## config.mk

```make
export PLATFORM = sky130hd
export DESIGN_NAME = serial_adder_seq
export DESIGN_NICKNAME = d
export VERILOG_FILES = /design/src/rtl/serial_adder_pkg.sv /design/src/rtl/half_adder_cell.sv /design/src/rtl/serial_adder_seq.sv
export SDC_FILE = /design/constraint.sdc
export NUM_CORES = 1
export LEC_CHECK = 0
export CORE_MARGIN = 2
export CORE_UTILIZATION = 40
export DETAILED_ROUTE_END_ITERATION = 8
export HOLD_SLACK_MARGIN = 0.12
export PLACE_DENSITY = 0.66
export SETUP_SLACK_MARGIN = 0.2
export SYNTH_ARGS = -nofsm -noshare
export SYNTH_HDL_FRONTEND = slang
export SYNTH_HIERARCHICAL = 1
export SYNTH_SLANG_ARGS = --single-unit
```

## constraint.sdc

```tcl
create_clock -name clk -period 1.7 [get_ports clk]
set_clock_uncertainty 0.15 [all_clocks]
set_input_delay 0.34 -clock clk [delete_from_list [all_inputs] [get_ports clk]]
set_output_delay 0.34 -clock clk [all_outputs]
set_load 0.005 [all_outputs]
```

## src/rtl/serial_adder_pkg.sv

```systemverilog
// Shared types and sizing helpers for the bit-serial adder.
// Optional subtract mode: define SERIAL_ADDER_SUB_EN.
package serial_adder_pkg;

    typedef enum logic [1:0] {
        IDLE  = 2'd0,
        SHIFT = 2'd1,
        DONE  = 2'd2
    } state_t;

    localparam int DEF_WIDTH = 8;

    function automatic int cnt_width(input int w);
        return (w < 2) ? 1 : $clog2(w);
    endfunction

endpackage

```

## src/rtl/half_adder_cell.sv

```systemverilog
// Single-bit half adder; two of these plus an OR form one full-adder slice.
module half_adder_cell (
    input  logic x,
    input  logic y,
    output logic s,
    output logic c
);

    assign s = x ^ y;
    assign c = x & y;

endmodule

```

## src/rtl/serial_adder_seq.sv

```systemverilog
// Bit-serial LSB-first adder, one bit per enabled clock.
// Define SERIAL_ADDER_SUB_EN to add a 'sub' port for a - b.
module serial_adder_seq
    import serial_adder_pkg::*;
#(
    parameter int WIDTH = DEF_WIDTH
) (
    input  logic             clk,
    input  logic             rst_n,
    input  logic             ena,
    input  logic             start,
`ifdef SERIAL_ADDER_SUB_EN
    input  logic             sub,
`endif
    input  logic [WIDTH-1:0] a,
    input  logic [WIDTH-1:0] b,
    output logic             busy,
    output logic             done,
    output logic [WIDTH-1:0] sum,
    output logic             cout
);

    localparam int CW = cnt_width(WIDTH);
    localparam logic [CW-1:0] LAST = CW'(WIDTH - 1);

    state_t            state;
    state_t            next_state;
    logic [WIDTH-1:0]  a_sh;
    logic [WIDTH-1:0]  b_sh;
    logic [WIDTH-1:0]  res;
    logic [WIDTH-1:0]  res_next;
    logic              carry;
    logic [CW-1:0]     count;
    logic              last;
    logic              sub_i;
    logic              p;
    logic              g0;
    logic              g1;
    logic              s_bit;
    logic              cn;

`ifdef SERIAL_ADDER_SUB_EN
    assign sub_i = sub;
`else
    assign sub_i = 1'b0;
`endif

    half_adder_cell ha_ab (
        .x (a_sh[0]),
        .y (b_sh[0]),
        .s (p),
        .c (g0)
    );

    half_adder_cell ha_pc (
        .x (p),
        .y (carry),
        .s (s_bit),
        .c (g1)
    );

    assign cn       = g0 | g1;
    assign last     = (count == LAST);
    assign res_next = {s_bit, res[WIDTH-1:1]};

    always_ff @(posedge clk or negedge rst_n) begin
        if (!rst_n) begin
            state <= IDLE;
        end else if (ena) begin
            state <= next_state;
        end
    end

    always_comb begin
        next_state = state;
        unique case (state)
            IDLE:    if (start) next_state = SHIFT;
            SHIFT:   if (last) next_state = DONE;
            DONE:    next_state = IDLE;
            default: next_state = IDLE;
        endcase
    end

    // Result is published only on the final shift so it stays stable in SHIFT.
    always_ff @(posedge clk or negedge rst_n) begin
        if (!rst_n) begin
            a_sh  <= '0;
            b_sh  <= '0;
            res   <= '0;
            carry <= 1'b0;
            count <= '0;
            sum   <= '0;
            cout  <= 1'b0;
        end else if (ena) begin
            unique case (state)
                IDLE: begin
                    if (start) begin
                        a_sh  <= a;
                        b_sh  <= sub_i ? ~b : b;
                        carry <= sub_i;
                        count <= '0;
                    end
                end
                SHIFT: begin
                    a_sh  <= a_sh >> 1;
                    b_sh  <= b_sh >> 1;
                    res   <= res_next;
                    carry <= cn;
                    count <= count + 1'b1;
                    if (last) begin
                        sum  <= res_next;
                        cout <= cn;
                    end
                end
                default: ;
            endcase
        end
    end

    assign busy = (state != IDLE);
    assign done = (state == DONE) && ena;

endmodule

```

After elaboration in Yosys (flattened, before gate mapping)

Cells that the tools add are included.

Flip-flop bits (word level): 39
Bits of input ports: 20
Output and inout port bits: 11
Logic and storage cells: 38

Add/sub/neg operators: 1
Equality and inequality tests: 5
Mux-type cells: 11
Bitwise operators: 5
Reduce and logical (&&, ||, !) cells: 8

Operator list:

| operator            | count |
|---|---|
| $pmux 8 s2          | 2 |
| $mux 8              | 2 |
| $reduce_and 3->1    | 3 |
| $pmux 3 s2          | 1 |
| $mux 2              | 2 |
| $ne 2x2->1 const B  | 2 |
| $pmux 2 s2          | 1 |
| $reduce_bool 2->1   | 2 |
| $add 3x1->3 const B | 1 |
| $eq 3x3->1 const B  | 1 |
| $mux 3              | 1 |
| $and 1x1->1         | 2 |
| $eq 2x1->1 const B  | 1 |
| $eq 2x2->1 const B  | 1 |
| $logic_not 2->1     | 1 |
| $pmux 1 s2          | 1 |
| $reduce_and 2->1    | 1 |
| $xor 1x1->1         | 2 |
| $logic_and 1x1->1   | 1 |
| $mux 1              | 1 |
| $or 1x1->1          | 1 |

Longest topological paths before layout

Depth after elaboration: 4
Depth in mapped cells: 6
Depth with buffers taken out: 5

Modules after synthesis

The synthesis kept the hierarchy.

By module, submodules not included:

| module           | instances | cells each | area each (um2) | sequential area each (um2) |
|---|---|---|---|---|
| serial_adder_seq | 1         | 133        | 1,641.6         | 950.9 |
| half_adder_cell  | 2         | 1          | 12.5            | 0.0 |

Worst setup path after synthesis

OpenSTA, ideal clock, no wires.

Path kind: flip-flop to flip-flop
Start: reg count[0]
End: reg sum[0]
Library setup time: 125 ps
Data arrival time: 1,389 ps
Required time: 1,425 ps
Path slack: 36 ps
Stages on the path, launching flop included: 6
Path buffers: 1
Clock period less this slack: 1,664 ps
Path through: dfrtp_1 -> ha_1 -> ha_1 -> nand4b_1 -> buf_2 -> mux2_2

Cells in the longest elaborated chain, start to end: 2

RTL lines:

| item                       | RTL line                | RTL |
|---|---|---|
| start: declaration         | serial_adder_seq.sv:33  | `logic [CW-1:0] count;` |
| start signal: assignment   | serial_adder_seq.sv:109 | `count <= count + 1'b1;` |
| $eq 3x3->1                 | serial_adder_seq.sv:63  | `assign last = (count == LAST);` |
| $reduce_and 3->1 (no line) | -                       |  |
| end signal: assignment     | serial_adder_seq.sv:111 | `sum <= res_next;` |
| end: declaration           | serial_adder_seq.sv:19  | `output logic [WIDTH-1:0] sum,` |

No other way between the ends.
A chain may end at the register's enable or synchronous reset.

Worst setup path after layout

Start: reg count[1]
End: reg sum[6]

Same word-level chain as after synthesis.

==> summary.md <==
| Metric | Value |
|---|---|
| Commonest non-fill, non-tap cell in the layout | `dfrtp_1` |
| Fin worst setup slack | `0.06346 ns` |
| Setup crit start | `count[1]` |
| Synth area leader | `dfrtp_1` |
| # DRC | `0` |
| Setup Crit Path Kind | `reg -> reg` |
| Placed cell area | `2181 sq um` |
| GR Overflow Total | `0` |
| CTS H-Tree Depth | `2` |
| Final WL | `3.749 mm` |
| Max Clock Freq | `0.6110 GHz` |
| Clk root buf | `clkbuf_8` |
| Final Hold Viols | `0` |
| Crit-path cells | `ha_2 > ha_4 > nand4b_1 > buf_12 > mux2_2` |
| Area growth syn-to-layout | `43.77%` |
| RSZ-0062 raised after global routing | `yes` |
| Effective utilization at floorplan | `41.66%` |
| Hold_buf cts | `0` |
| GPL Wtd Cong | `0.8168` |
| Final Net Count | `216` |
| Die area | `4699 sq um` |
| Ys Warns | `6` |
| Req. time, crit path | `1.73 ns` |
| Yosys cell types | `24` |
| CP max-delay cell | `dfrtp_1` |
| Vias per cell | `5.247` |
| Pin count of the biggest net entering global routing | `39` |
| Mean Syn Cell Area | `12.35 sq um` |
| Total GRT Usage | `18.26%` |
| Comb power frac | `40.6%` |
| Die Span Y | `68.55 um` |
| PwrDens | `1476 nW/um^2` |
| IR drop worst, VDD | `0.0007658 V` |
| Mapped Nets | `159` |
| Launch point of the worst reg-to-reg path | `count[1]` |
| Tmin final | `1.637 ns` |
| Initial antenna violation count | `0` |
| R2r worst-path depth | `5` |
| Slew headroom | `85.86%` |
| Maxcap violations | `0` |
| Placed Cells incl. Taps | `223` |
| Delay-heaviest family, CP | `flip-flops` |
| 1st-iter DRT viols | `36` |
| Final Max Tran Viols | `0` |
| CP Capture Type | `register` |
| Post-route ant nets | `0` |
| Clock Path Buffers | `2` |
| LEAKAGE | `0.001208 uW` |
| Worst skew pair latency | `0.30 ns` |
| Startpoint Class | `register` |
| CTS Buf Count | `5` |
| Worst-margin pin slew | `0.2098 ns` |
| I/O pin cnt | `31` |
| Clock network fraction of design power | `18.4%` |
| Yosys reg bits | `38` |
| Int Pwr | `2395 uW` |
| Yosys top cell area share | `57.06%` |
| Pre-CTS setup slack | `-0.2523 ns` |
| Post-Layout Inst Area | `2396 sq um` |
| Vias in the first global route | `1370` |
| Global-route wire length before repair | `6.272 mm` |
| Switching part of the total | `32.26%` |
| Mapped Cells | `135` |
| P_sw | `1141 uW` |
| Crit. path cell count | `5` |
| Worst Path Max Fanout | `11` |
| Routed len/inst | `15.43 um` |
| Share of post-route cells with drive strength above 1 | `30.57%` |
| # diodes | `0` |
| DP HPWL | `2.541 mm` |
| Row count | `23` |
| Final setup vio count | `0` |
| Tcrit/Tclk final | `96.27%` |
| Router iterations before antenna repair | `4` |
| HP Class | `in -> async` |
| Clock-pin transition on the worst setup and hold timing paths | `0.08 ns` |
| CP Buf/Inv Count | `1` |
| Most frequent cells in the layout | `37 x dfrtp_1, 21 x buf_4, 19 x clkdlybuf4s50_1, 17 x o21ai_1, 16 x o21ai_0` |
| Die X-Extent | `68.55 um` |
| Clk sinks | `38` |
| FILL cells | `316` |
| Dominant cells by area after synthesis | `dfrtp_1 57%, mux2i_1 8.4%, o21ai_0 7.8%, mux2_2 5.4%, mux2_1 4.7%` |
| Flop pwr share | `41.0%` |
| CTS tree | `yes` |
| WHS | `0.2651 ns` |
| Sequential share of the synthesized area | `57.06%` |
| Via count | `1275` |
| Max incr delay on CP | `0.39 ns` |
| Post-Syn Area | `1667 sq um` |
| I/O Buffers | `30` |
| Fin cells | `243` |
| Status | `finished clean` |
| Core footprint | `4000 sq um` |
| WP data arrival | `1.67 ns` |
==> Yosys cell counts <==
cell type	instances
mux2_2	8
o21ai_0	26
nor2_2	1
clkbuf_1	2
inv_1	3
buf_2	2
a32oi_1	1
nand3_1	2
nand2_1	1
dfrtp_1	38
o21ai_1	11
a32o_1	2
o21ai_2	1
mux2_1	7
mux2i_1	14
nand4b_1	1
and3_1	1
ha_1	4
nand2_4	1
o2bb2ai_1	1
nand2b_1	1
buf_4	3
nor2_1	3
and2b_4	1
==> worst reg2reg max path: stages (launching register included) <==
cell	delay, ns
dfrtp_1	0.39
ha_2	0.20
ha_4	0.16
nand4b_1	0.13
buf_12	0.16
mux2_2	0.34
==> layout make-up <==
| type | count | area [sq um] | area share, % |
|---|---|---|---|
| repair buffers | 57 | 530.5 | 22.14 |
| well taps | 50 | 62.56 | 2.611 |
| flip-flops and latches | 38 | 952.2 | 39.74 |
| multi-input cells | 87 | 744.5 | 31.07 |
| clock inverters | 2 | 12.51 | 0.5222 |
| inverters | 3 | 11.26 | 0.4700 |
| clock buffers | 6 | 82.58 | 3.446 |
==> path summary, 6_finish.rpt <==
| path | to | slack, ns |
|---|---|---|
| min | b_sh[2] | 0.27 |
| max in group asynchronous | state[1] | 0.93 |
| max reg2reg | sum[6] | 0.06 |
| max | sum[6] | 0.06 |
| min reg2reg | b_sh[6] | 0.35 |
| min in group clk | b_sh[6] | 0.35 |
==> registers in the layout, summed over array words and instances, names as in the netlist <==
| name | flops |
|---|---|
| carry | 1 |
| b_sh | 8 |
| res | 7 |
| state | 2 |
| cout | 1 |
| sum | 8 |
| a_sh | 8 |
| count | 3 |
==> cells by family (layout without fill, tap and decap cells) <==
family	count (synthesis)	in the layout	synth area share (%)
buf+inv	10	68	3.078
mux	29	29	18.54
compound gates	42	42	13.89
fa+ha+maj	4	4	3.003
flops	38	38	57.06
simple gates	12	12	4.430
==> stage by stage <==
stage / util [%] / TNS [ns] / total power, uW
2_1_floorplan: - / 0 / 2190
3_3_place_gp: 54.52 / -3.558 / 2650
3_5_place_dp: 54.52 / -4.579 / 2740
4_1_cts: 59.15 / 0 / 3514
5_1_grt: 59.90 / 0 / 3787
6_report: 59.90 / 0 / 3536
==> timing repair <==
item | 4_1_cts | 5_1_grt
hold endpoints to repair | 0 | 0
pin swaps | 2 | 2
buffers inserted | 10 | 2
resized for setup | 28 | 13
setup endpoints to repair | 33 | 37
==> power groups by stage <==
stage	Clock, uW	Combinational (uW)	Sequential [uW]
floorplan	0	780	1410
global placement	0	1200	1450
detailed placement	0	1260	1480
CTS	669	1400	1450
global route	701	1590	1490
finish	650	1440	1450
==> routing by layer <==
metal  routed length (um)  vias to the layer above  track usage (%)  share of wire (%)
met2                 2002                       26            32.09                 53
met1                 1568                      633            20.90                 42
met5                    0                        -                0                  0
met3                  145                        3            5.032                3.9
met4                   32                        0            7.250               0.85
li1                     -                      613                -                  -
No activity file was read; power rests on OpenSTA's default activity.
